$ cat config.mk
export PLATFORM = sky130hd
export DESIGN_NAME = flappy_game_engine
export DESIGN_NICKNAME = d
export VERILOG_FILES = /design/src/rtl/flappy_game_engine_pkg.sv /design/src/rtl/gap_lfsr.sv /design/src/rtl/flappy_game_engine.sv
export SDC_FILE = /design/constraint.sdc
export NUM_CORES = 1
export LEC_CHECK = 0
export BUFFER_PORTS_ARGS = -buffer_cell sky130_fd_sc_hd__clkbuf_2
export CORE_MARGIN = 2
export CORE_UTILIZATION = 55
export DETAILED_ROUTE_END_ITERATION = 10
export PLACE_DENSITY = 0.81
export SETUP_SLACK_MARGIN = 0.05
export SLEW_MARGIN = 25
export SYNTH_ARGS = -nofsm -noshare
export SYNTH_HDL_FRONTEND = slang
export SYNTH_HIERARCHICAL = 1
export SYNTH_SLANG_ARGS = --single-unit
$ cat constraint.sdc
create_clock -name dclk -period 4.4 [get_ports dclk]
set_input_delay 0.44 -clock dclk [delete_from_list [all_inputs] [get_ports dclk]]
set_output_delay 0.44 -clock dclk [all_outputs]
set_load 0.1 [all_outputs]
$ cat src/rtl/flappy_game_engine_pkg.sv
// Shared geometry, reset positions and state encoding for the flappy game engine.
// The display pipeline imports the same constants so both sides agree on geometry.
package flappy_game_engine_pkg;

    localparam int unsigned ScreenW   = 640;
    localparam int unsigned ScreenH   = 480;
    localparam int unsigned BirdX     = 100;
    localparam int unsigned BirdHalf  = 10;
    localparam int unsigned PipeHalfW = 25;
    localparam int unsigned GapHalf   = 60;
    localparam int unsigned PipeSpeed = 2;
    localparam int unsigned Gravity   = 1;
    localparam int unsigned FlapVel   = 6;
    localparam int unsigned MaxFall   = 8;
    localparam int unsigned PipeYBase = 112;

    localparam logic [10:0] ResetBirdY  = 11'd240;
    localparam logic [10:0] ResetPipe1X = 11'd400;
    localparam logic [10:0] ResetPipe1Y = 11'd200;
    localparam logic [10:0] ResetPipe2X = 11'd720;
    localparam logic [10:0] ResetPipe2Y = 11'd280;
    localparam logic [7:0]  LfsrSeed    = 8'hA5;

    typedef enum logic [1:0] {
        StIdle,
        StPlay,
        StDead
    } state_e;

    // Add up to two crossings to the score, pinning at 255.
    function automatic logic [7:0] sat_add_u8(input logic [7:0] a, input logic [1:0] b);
        logic [8:0] s;
        s = {1'b0, a} + {7'b0, b};
        return s[8] ? 8'hFF : s[7:0];
    endfunction

endpackage

$ cat src/rtl/gap_lfsr.sv
// Free-running 8-bit Fibonacci LFSR (x^8+x^6+x^5+x^4+1) used to pick pipe gap heights.
// Advances every clock; the all-zero lock-up state is forced back to the seed.
module gap_lfsr #(
    parameter logic [7:0] Seed = 8'hA5
) (
    input  logic       clk_i,
    input  logic       rst_ni,
    output logic [7:0] lfsr_o
);

    logic [7:0] lfsr_q, lfsr_d;
    logic       fb;

    always_comb begin
        fb     = lfsr_q[7] ^ lfsr_q[5] ^ lfsr_q[4] ^ lfsr_q[3];
        lfsr_d = (lfsr_q == 8'h00) ? Seed : {lfsr_q[6:0], fb};
    end

    always_ff @(posedge clk_i or negedge rst_ni) begin
        if (!rst_ni) begin
            lfsr_q <= Seed;
        end else begin
            lfsr_q <= lfsr_d;
        end
    end

    assign lfsr_o = lfsr_q;

endmodule

$ cat src/rtl/flappy_game_engine.sv
// Flappy-bird game engine: IDLE/PLAY/DEAD sequencing, bird physics, two scrolling pipes,
// score and collision, all updated once per frame_tick while playing.
module flappy_game_engine
    import flappy_game_engine_pkg::*;
#(
    parameter int unsigned BIRD_X      = BirdX,
    parameter int unsigned BIRD_HALF   = BirdHalf,
    parameter int unsigned PIPE_HALF_W = PipeHalfW,
    parameter int unsigned GAP_HALF    = GapHalf,
    parameter int unsigned PIPE_SPEED  = PipeSpeed,
    parameter int unsigned GRAVITY     = Gravity,
    parameter int unsigned FLAP_VEL    = FlapVel,
    parameter int unsigned MAX_FALL    = MaxFall,
    parameter int unsigned SCREEN_W    = ScreenW,
    parameter int unsigned SCREEN_H    = ScreenH
) (
    input  logic        dclk,
    input  logic        clr_n,
    input  logic        frame_tick,
    input  logic        flap,
    output logic [10:0] bird_y,
    output logic [10:0] pipe1_x,
    output logic [10:0] pipe2_x,
    output logic [10:0] pipe1_y,
    output logic [10:0] pipe2_y,
    output logic        game_over,
    output logic [7:0]  score
);

    localparam logic [10:0] BirdXU     = 11'(BIRD_X);
    localparam logic [10:0] FloorU     = 11'(BIRD_HALF);
    localparam logic [10:0] PipeWrapAt = 11'(PIPE_HALF_W);
    localparam logic [10:0] PipeWrapX  = 11'(SCREEN_W + PIPE_HALF_W);
    localparam logic [10:0] PipeStep   = 11'(PIPE_SPEED);
    localparam logic [10:0] PipeYBaseU = 11'(PipeYBase);

    localparam logic signed [7:0]  GravS    = 8'(GRAVITY);
    localparam logic signed [7:0]  MaxFallS = 8'(MAX_FALL);
    localparam logic signed [7:0]  FlapVelS = 8'(FLAP_VEL);
    localparam logic signed [11:0] CeilS    = 12'(SCREEN_H - BIRD_HALF);
    localparam logic signed [11:0] FloorS   = 12'(BIRD_HALF);

    localparam logic signed [12:0] BirdXS    = 13'(BIRD_X);
    localparam logic signed [12:0] BirdHalfS = 13'(BIRD_HALF);
    localparam logic signed [12:0] GapHalfS  = 13'(GAP_HALF);
    localparam logic signed [12:0] HitWS     = 13'(PIPE_HALF_W + BIRD_HALF);

    state_e            state_q, state_d;
    logic [10:0]       bird_y_q, bird_y_d;
    logic signed [7:0] vel_q, vel_d;
    logic              pend_q, pend_d;
    logic [1:0][10:0]  pipe_x_q, pipe_x_d;
    logic [1:0][10:0]  pipe_y_q, pipe_y_d;
    logic [7:0]        score_q, score_d;
    logic              game_over_q, game_over_d;

    logic [7:0]         lfsr;
    logic signed [7:0]  vel_dec, vel_fall, vel_new, vel_tick;
    logic signed [11:0] y_sum;
    logic [10:0]        bird_y_tick;
    logic [1:0][10:0]   pipe_x_tick, pipe_y_tick;
    logic [1:0]         crossed;
    logic [1:0]         n_crossed;
    logic               collision;

    gap_lfsr #(
        .Seed (LfsrSeed)
    ) u_gap_lfsr (
        .clk_i  (dclk),
        .rst_ni (clr_n),
        .lfsr_o (lfsr)
    );

    // Overlap test between the bird box and one pipe, outside the gap.
    function automatic logic pipe_hit(input logic [10:0] px, input logic [10:0] py,
                                      input logic [10:0] by);
        logic signed [12:0] dx, adx, bird_lo, bird_hi, gap_lo, gap_hi;
        dx      = $signed({2'b00, px}) - BirdXS;
        adx     = dx[12] ? -dx : dx;
        bird_lo = $signed({2'b00, by}) - BirdHalfS;
        bird_hi = $signed({2'b00, by}) + BirdHalfS;
        gap_lo  = $signed({2'b00, py}) - GapHalfS;
        gap_hi  = $signed({2'b00, py}) + GapHalfS;
        return (adx < HitWS) && ((bird_lo < gap_lo) || (bird_hi > gap_hi));
    endfunction

    assign collision = (bird_y_q <= FloorU)
                     | pipe_hit(pipe_x_q[0], pipe_y_q[0], bird_y_q)
                     | pipe_hit(pipe_x_q[1], pipe_y_q[1], bird_y_q);

    always_comb begin
        vel_dec     = vel_q - GravS;
        vel_fall    = (vel_dec < -MaxFallS) ? -MaxFallS : vel_dec;
        vel_new     = (pend_q || flap) ? FlapVelS : vel_fall;
        y_sum       = $signed({1'b0, bird_y_q}) + $signed({{4{vel_new[7]}}, vel_new});
        bird_y_tick = y_sum[10:0];
        vel_tick    = vel_new;
        if (y_sum > CeilS) begin
            bird_y_tick = CeilS[10:0];
            vel_tick    = '0;
        end else if (y_sum <= FloorS) begin
            // Velocity is kept; the floor contact itself raises the collision next cycle.
            bird_y_tick = FloorS[10:0];
        end
    end

    always_comb begin
        pipe_x_tick = pipe_x_q;
        pipe_y_tick = pipe_y_q;
        crossed     = '0;
        for (int i = 0; i < 2; i++) begin
            if (pipe_x_q[i] <= PipeWrapAt) begin
                pipe_x_tick[i] = PipeWrapX;
                pipe_y_tick[i] = PipeYBaseU + {3'b000, lfsr};
            end else begin
                pipe_x_tick[i] = pipe_x_q[i] - PipeStep;
                crossed[i]     = (pipe_x_q[i] >= BirdXU) && (pipe_x_tick[i] < BirdXU);
            end
        end
        n_crossed = {1'b0, crossed[0]} + {1'b0, crossed[1]};
    end

    always_comb begin
        state_d     = state_q;
        bird_y_d    = bird_y_q;
        vel_d       = vel_q;
        pend_d      = pend_q;
        pipe_x_d    = pipe_x_q;
        pipe_y_d    = pipe_y_q;
        score_d     = score_q;
        game_over_d = game_over_q;
        unique case (state_q)
            StIdle: begin
                if (flap) begin
                    state_d = StPlay;
                    vel_d   = FlapVelS;
                    pend_d  = 1'b0;
                end
            end
            StPlay: begin
                if (collision) begin
                    state_d     = StDead;
                    game_over_d = 1'b1;
                end else if (frame_tick) begin
                    bird_y_d = bird_y_tick;
                    vel_d    = vel_tick;
                    pend_d   = 1'b0;
                    pipe_x_d = pipe_x_tick;
                    pipe_y_d = pipe_y_tick;
                    score_d  = sat_add_u8(score_q, n_crossed);
                end else if (flap) begin
                    pend_d = 1'b1;
                end
            end
            StDead: begin
                if (flap) begin
                    state_d     = StIdle;
                    game_over_d = 1'b0;
                    bird_y_d    = ResetBirdY;
                    vel_d       = '0;
                    pend_d      = 1'b0;
                    pipe_x_d    = {ResetPipe2X, ResetPipe1X};
                    pipe_y_d    = {ResetPipe2Y, ResetPipe1Y};
                    score_d     = '0;
                end
            end
            default: begin
                state_d     = StIdle;
                game_over_d = 1'b0;
            end
        endcase
    end

    always_ff @(posedge dclk or negedge clr_n) begin
        if (!clr_n) begin
            state_q     <= StIdle;
            bird_y_q    <= ResetBirdY;
            vel_q       <= '0;
            pend_q      <= 1'b0;
            pipe_x_q    <= {ResetPipe2X, ResetPipe1X};
            pipe_y_q    <= {ResetPipe2Y, ResetPipe1Y};
            score_q     <= '0;
            game_over_q <= 1'b0;
        end else begin
            state_q     <= state_d;
            bird_y_q    <= bird_y_d;
            vel_q       <= vel_d;
            pend_q      <= pend_d;
            pipe_x_q    <= pipe_x_d;
            pipe_y_q    <= pipe_y_d;
            score_q     <= score_d;
            game_over_q <= game_over_d;
        end
    end

    assign bird_y    = bird_y_q;
    assign pipe1_x   = pipe_x_q[0];
    assign pipe2_x   = pipe_x_q[1];
    assign pipe1_y   = pipe_y_q[0];
    assign pipe2_y   = pipe_y_q[1];
    assign game_over = game_over_q;
    assign score     = score_q;

endmodule

# Word-level counts from Yosys, hierarchy flattened
# Index checks and enable logic that the tools add are counted.
dict set report totals {
  memories 0
  latch_bits 0
  mem_bits_ro 0
  in_bits 4
  reg_bits 83
  output_inout_bits 64
  mem_bits_rw 0
}
dict set report op_classes {
  multipliers 0
  reduce_logical 20
  n_bitwise 6
  eq_ne 11
  div 0
  muxes 46
  magnitude_cmp 16
  shifts 0
  addsub 17
}
# cell count
set op_table {}
lappend op_table {{$mux W22} 6}
lappend op_table {{$mux W11} 9}
lappend op_table {{$mux W8} 11}
lappend op_table {{$pmux W22 S2} 2}
lappend op_table {{$lt A13 B7 Y1 const B} 2}
lappend op_table {{$mux W13} 2}
lappend op_table {{$neg A12 Y13} 2}
lappend op_table {{$add A11 B6 Y12 const B} 2}
lappend op_table {{$lt A12 B12 Y1} 2}
lappend op_table {{$pmux W8 S3} 1}
lappend op_table {{$sub A11 B6 Y12 const B} 2}
lappend op_table {{$sub A11 B7 Y12 const B} 2}
lappend op_table {{$ge A11 B7 Y1 const B} 2}
lappend op_table {{$le A11 B5 Y1 const B} 2}
lappend op_table {{$lt A11 B7 Y1 const B} 2}
lappend op_table {{$pmux W11 S2} 1}
lappend op_table {{$sub A11 B2 Y11 const B} 2}
lappend op_table {{$pmux W8 S2} 1}
lappend op_table {{$reduce_and A5 Y1} 3}
lappend op_table {{$ne A2 B2 Y1 const B} 7}
lappend op_table {{$gt A13 B13 Y1} 1}
lappend op_table {{$add A11 B4 Y12 const B} 1}
lappend op_table {{$add A12 B8 Y12} 1}
lappend op_table {{$gt A12 B10 Y1 const B} 1}
lappend op_table {{other kinds (30)} 49}

# Depth between registers and ports, before layout
dict set report depth {
  word_depth 11
  ltp_mapped 22
  ltp_nobuf 21
}

# Modules after synthesis
# The synthesis kept the hierarchy.
# mod seq_area_each_um2 instances area_each_um2 cells_per_inst
set modules_own_cells {}
lappend modules_own_cells {flappy_game_engine 1798.0 1 7272.0 875}
lappend modules_own_cells {gap_lfsr 205.2 1 316.6 26}

# Least setup slack after synthesis
# Ideal clock, no wire load.
dict set report synth_timing {
  kind {reg-to-reg}
  startpoint {reg vel_q[1]}
  endpoint {reg bird_y_q[0], in the netlist bird_y[0]}
  t_required_ns 4.277
  n_path_buf 1
  setup_time_ns 0.123
  stages_incl_launch_ff 20
  t_arrival_ns 4.495
  period_less_slack_ns 4.618
  path_slack_ns -0.218
  path_cell_list {dfrtp_1 -> nor3_1 -> nand2_1 -> nor3_1 -> xor2_1 -> nand3_1 -> ha_1 -> clkbuf_1 -> nor3_1 -> ha_1 -> inv_1 -> fa_1 -> nand2b_1 -> a21oi_1 -> xnor2_1 -> xnor2_1 -> or3b_2 -> nor4_1 -> a41oi_1 -> a32o_1}
}
dict set report synth_between {
  elab_chain_len 11
}
# item line
set synth_lines {}
lappend synth_lines {{start, declared} flappy_game_engine.sv:50} ;# logic signed [7:0] vel_q, vel_d;
lappend synth_lines {{start signal, assigned} flappy_game_engine.sv:187} ;# vel_q <= vel_d;
lappend synth_lines {{$sub A8 B2 Y8 (*)} flappy_game_engine.sv:92} ;# vel_dec = vel_q - GravS;
lappend synth_lines {{$lt A8 B4 Y1} flappy_game_engine.sv:93} ;# vel_fall = (vel_dec < -MaxFallS) ? -MaxFallS : vel_dec;
lappend synth_lines {{$mux W8 (*)} flappy_game_engine.sv:93}
lappend synth_lines {{$mux W8 (*)} flappy_game_engine.sv:94} ;# vel_new = (pend_q || flap) ? FlapVelS : vel_fall;
lappend synth_lines {{$add A12 B8 Y12 (*)} flappy_game_engine.sv:95} ;# y_sum = $signed({1'b0, bird_y_q}) + $signed({{4{vel_new[7]}}, vel_new});
lappend synth_lines {{$le A12 B5 Y1} flappy_game_engine.sv:101} ;# end else if (y_sum <= FloorS) begin
lappend synth_lines {{$mux W11} flappy_game_engine.sv:101}
lappend synth_lines {{$mux W11 (*)} flappy_game_engine.sv:98} ;# if (y_sum > CeilS) begin
lappend synth_lines {{$mux W11 (*)} flappy_game_engine.sv:144} ;# end else if (frame_tick) begin
lappend synth_lines {{$mux W11 (*)} flappy_game_engine.sv:141} ;# if (collision) begin
lappend synth_lines {{$pmux W11 S2 (*)} flappy_game_engine.sv:132} ;# unique case (state_q)
lappend synth_lines {{end signal, assigned} flappy_game_engine.sv:177} ;# bird_y_q <= ResetBirdY;
lappend synth_lines {{end signal, assigned} flappy_game_engine.sv:186} ;# bird_y_q <= bird_y_d;
lappend synth_lines {{end, declared} flappy_game_engine.sv:49} ;# logic [10:0] bird_y_q, bird_y_d;
# Mark *: on every way between the ends. The rest lies on a longest branch, timed or not. The select of a mux whose other input is x is not followed.
# A chain may end at the register's enable or synchronous reset.

# Worst setup path after layout
dict set report layout_timing {
  startpoint {reg vel_q[1]}
  endpoint {reg bird_y_q[4], in the netlist bird_y[4]}
}
# Same word-level chain as after synthesis.

==> results.txt <==
The clock latency reported for the late side of the worst-skew pair is 0.35 ns. Once layout is done, the placed cells without fillers occupy 9470 um2. The port buffer count is 63.

The number of global-route vias before repair came to 6832. The number of nets at the end of the flow came out at 1093. The summed instance area of the synthesized netlist is 7590 um2. Summing over every cut layer, the via total after detailed routing is 7419. 0 antenna diodes ended up in the layout. After clock tree synthesis, the clock-pin slew on the worst setup and hold paths is 0.07 ns. The worst setup path is launched from a flip-flop.

The worst setup path is captured at a flip-flop. The clock tree skew after final layout came out at 0.00822 ns. In this run the horizontal extent of the chip is 121 um. The final routed DRC violation total came out at 0. The deepest clock path buffer count is 2. The required time at the worst-slack endpoint is 4.65 ns.

The global-route wire length before repair came out at 33600 um. After detailed routing, the number of vias per cell comes to 6.24. The unique cell type count in the Yosys netlist is 84.

The most common cell in the netlist is sky130_fd_sc_hd__nor2_1. The path class of the tightest hold or removal check is primary input to async pin. The number of max-slew violations in the final report is 0. Before antenna repair, the detailed router went through 6 iterations.

The number of synthesized flops with an enable pin is 0. The share of Yosys cell area claimed by the top area cell type is 19.1%. The dominant cell type by area after synthesis is sky130_fd_sc_hd__dfrtp_1. The worst setup path is of the flip-flop to flip-flop kind. The commonest cells after synthesis are sky130_fd_sc_hd__nor2_1 (82), sky130_fd_sc_hd__ha_1 (80), sky130_fd_sc_hd__nand2_1 (70).

The pin count of the biggest net entering global routing came out at 80. The core area came out at 13300 um2. The routed design has 22400 um of wire. The number of H-tree levels came out at 3. The clock net sink count is 79. The share of the clock period used by the worst path after layout came out at 107%.

The I/O pin count is 68. The die footprint is 14800 um2. In the post-synthesis netlist, the biggest area contributors are sky130_fd_sc_hd__dfrtp_1 (19%), sky130_fd_sc_hd__ha_1 (13%), sky130_fd_sc_hd__dfstp_2 (7.3%).

The worst-margin pin slew is 0.753 ns. The number of max-cap violations is 0. The half-perimeter wire length after placement came out at 14900 um. The synthesized design contains 79 register bits. The maximum fanout along the worst path came out at 4. The most used flip-flop cell after synthesis is sky130_fd_sc_hd__dfrtp_1.

The final hold violation count is 0. The placed instances occupy a cell area of 8480 um2. The area added between synthesis and finish came out at 24.8%. OpenSTA, run right after detailed placement, puts the worst setup slack at -0.160 ns. The total routing usage reported by global routing came out at 28.4%. The run finished, with violations left.

The number of warnings reported in the yosys synthesis log came out at 6. The average cell area after synthesis is 8.42 um2. After layout, the worst setup slack is -0.315 ns. The worst pin sits at a relative slew slack of 49.8%. Counting I/O delays and the setup requirement, the final critical path takes 4.72 ns.

In this run the critical register-to-register path is captured at bird_y[4]. TritonCTS built the clock tree. The arrival time of data at the critical path endpoint is 4.97 ns. The root buffer selected by CTS is sky130_fd_sc_hd__clkbuf_16.

Setup repair after global routing could not meet its margin everywhere. The global placement routability congestion came out at 0.939. For this configuration, the core starts out at a cell density of 56.9%. The final non-filler cell total came out at 1188. After detailed routing, the average wire length per cell comes to 18.9 um. Summing the sequential cell areas from Yosys gives 26.4% of the chip area. Global routing finished with a remaining overflow of 0.

The worst register-to-register path begins at vel_q[1]. The reg2reg setup slack came out at -0.32 ns. The fmax is 0.212 GHz. The number of CTS-inserted buffers came out at 9. Cells with a size suffix above 1 make up 29.2% of the layout. The async set or reset register ratio after synthesis is 100%. The detailed router's first-iteration violation count came out at 714. The number of cells on the worst reg-to-reg path is 24. Synthesis produced 901 cells. In this run the core area contains 42 standard-cell rows.

The total setup violations reported at the end of the flow came out at 17. The initial antenna violation count was 0. The final reports fail on setup timing. The die boundary height is 121 um. For this design, the CTS-stage hold fixing added 0 buffers. The count of placed standard cells including taps came out at 1152. The count of nets left with antenna violations once routing finished came out at 0.
[area by class of cell]
type	instances	area [um2]
Multi-Input combinational cell	726	5770
Fill cell	997	3880
Sequential cell	79	2020
Timing Repair Buffer	142	1000
Clock buffer	12	246
Tap cell	176	220
Inverter	49	184
Clock inverter	4	31.3
[placed cells by master (no fill, tap or decap), types with 13 or more instances in the layout]
| cell type | instances |
|---|---|
| sky130_fd_sc_hd__nor2_1 | 75 |
| sky130_fd_sc_hd__ha_1 | 71 |
| sky130_fd_sc_hd__buf_4 | 69 |
| sky130_fd_sc_hd__nand2_1 | 67 |
| sky130_fd_sc_hd__clkbuf_2 | 62 |
| sky130_fd_sc_hd__a21oi_1 | 58 |
| sky130_fd_sc_hd__dfrtp_1 | 54 |
| sky130_fd_sc_hd__inv_1 | 48 |
| sky130_fd_sc_hd__xnor2_1 | 38 |
| sky130_fd_sc_hd__o21ai_0 | 30 |
| sky130_fd_sc_hd__nand3_1 | 29 |
| sky130_fd_sc_hd__nor3_1 | 28 |
| sky130_fd_sc_hd__dfstp_2 | 19 |
| sky130_fd_sc_hd__xor2_1 | 17 |
| sky130_fd_sc_hd__nor2b_1 | 17 |
| sky130_fd_sc_hd__a31oi_1 | 15 |
| sky130_fd_sc_hd__nand2b_1 | 13 |
| sky130_fd_sc_hd__o22a_1 | 13 |
[layer usage]
metal  track usage [%]  vias to the layer above  routed length, um  share of wire, %
li1                  -                     3481                  -                 -
met1              38.7                     3533               9350                42
met2              45.0                      325              10700                48
met3              4.32                       80               1400               6.2
met4              11.6                        0                950               4.2
met5                 0                        -                  0                 0
[critical path, stage by stage, from the launching register on]
cell	delay, ns
sky130_fd_sc_hd__dfrtp_1	0.44
sky130_fd_sc_hd__buf_6	0.15
sky130_fd_sc_hd__nor3_4	0.16
sky130_fd_sc_hd__nand2_2	0.10
sky130_fd_sc_hd__nor3_2	0.16
sky130_fd_sc_hd__xor2_1	0.25
sky130_fd_sc_hd__nand3_1	0.17
sky130_fd_sc_hd__ha_4	0.30
sky130_fd_sc_hd__buf_4	0.14
sky130_fd_sc_hd__nor2_2	0.12
sky130_fd_sc_hd__nor2_2	0.07
sky130_fd_sc_hd__ha_4	0.30
sky130_fd_sc_hd__nand2_1	0.11
sky130_fd_sc_hd__o21ai_4	0.23
sky130_fd_sc_hd__nor2_2	0.07
sky130_fd_sc_hd__nor3_1	0.42
sky130_fd_sc_hd__a2111oi_4	0.15
sky130_fd_sc_hd__xnor2_2	0.25
sky130_fd_sc_hd__o2111ai_2	0.20
sky130_fd_sc_hd__nand4_2	0.17
sky130_fd_sc_hd__buf_6	0.13
sky130_fd_sc_hd__buf_4	0.10
sky130_fd_sc_hd__buf_6	0.09
sky130_fd_sc_hd__nor2_1	0.03
sky130_fd_sc_hd__o311ai_1	0.27
[per-stage QoR]
stage	util, %	TNS (ns)	hold slack, ns
finish	70.9	-3.73	0.0918
global route	70.9	-5.82	0.166
CTS	67.0	0	0.311
detailed placement	63.5	-1.00	0.411
global placement	63.5	0	0.410
floorplan	-	0	0.144
[state kept, by name (all words and copies together), names as in the netlist]
name               cells
bird_y                11
score                  8
u_gap_lfsr/lfsr_o      8
state_q                2
pipe1_x               11
pend_q                 1
vel_q                  8
game_over              1
pipe2_y                9
pipe2_x               11
pipe1_y                9
[cells by family (layout without fill, tap and decap cells)]
logic type               count (synthesis)  count (layout)  share of synthesized area (%)
AO/OA/AOI/OAI                          241             241                           22.2
XOR/XNOR                                65              65                           7.70
adder cells (fa/ha/maj)                 83              83                           13.8
buffers and inverters                   99             207                           5.59
flip-flops                              79              79                           26.4
multiplexers                            21              21                           3.50
other                                    1               4                         0.0494
AND/OR/NAND/NOR                        312             312                           20.7
[worst max path at each step]
stage          slack [ns]         to     start
2_1_floorplan        0.05  bird_y[0]  vel_q[1]
3_3_place_gp         0.03  bird_y[0]  vel_q[1]
3_5_place_dp        -0.16  bird_y[0]  vel_q[1]
4_1_cts              0.05   vel_q[5]  vel_q[1]
5_1_grt             -0.42  bird_y[0]  vel_q[1]
6_report            -0.32  bird_y[4]  vel_q[1]
[repair_timing]
item,4_1_cts,5_1_grt
endpoints found under the setup margin,22,47
cloned,0,1
resized for setup,25,70
buffers inserted,7,15
pin swaps,16,48
Power is not shown: default switching activity piles up to over one toggle a cycle in this logic, so the estimate is an artifact.
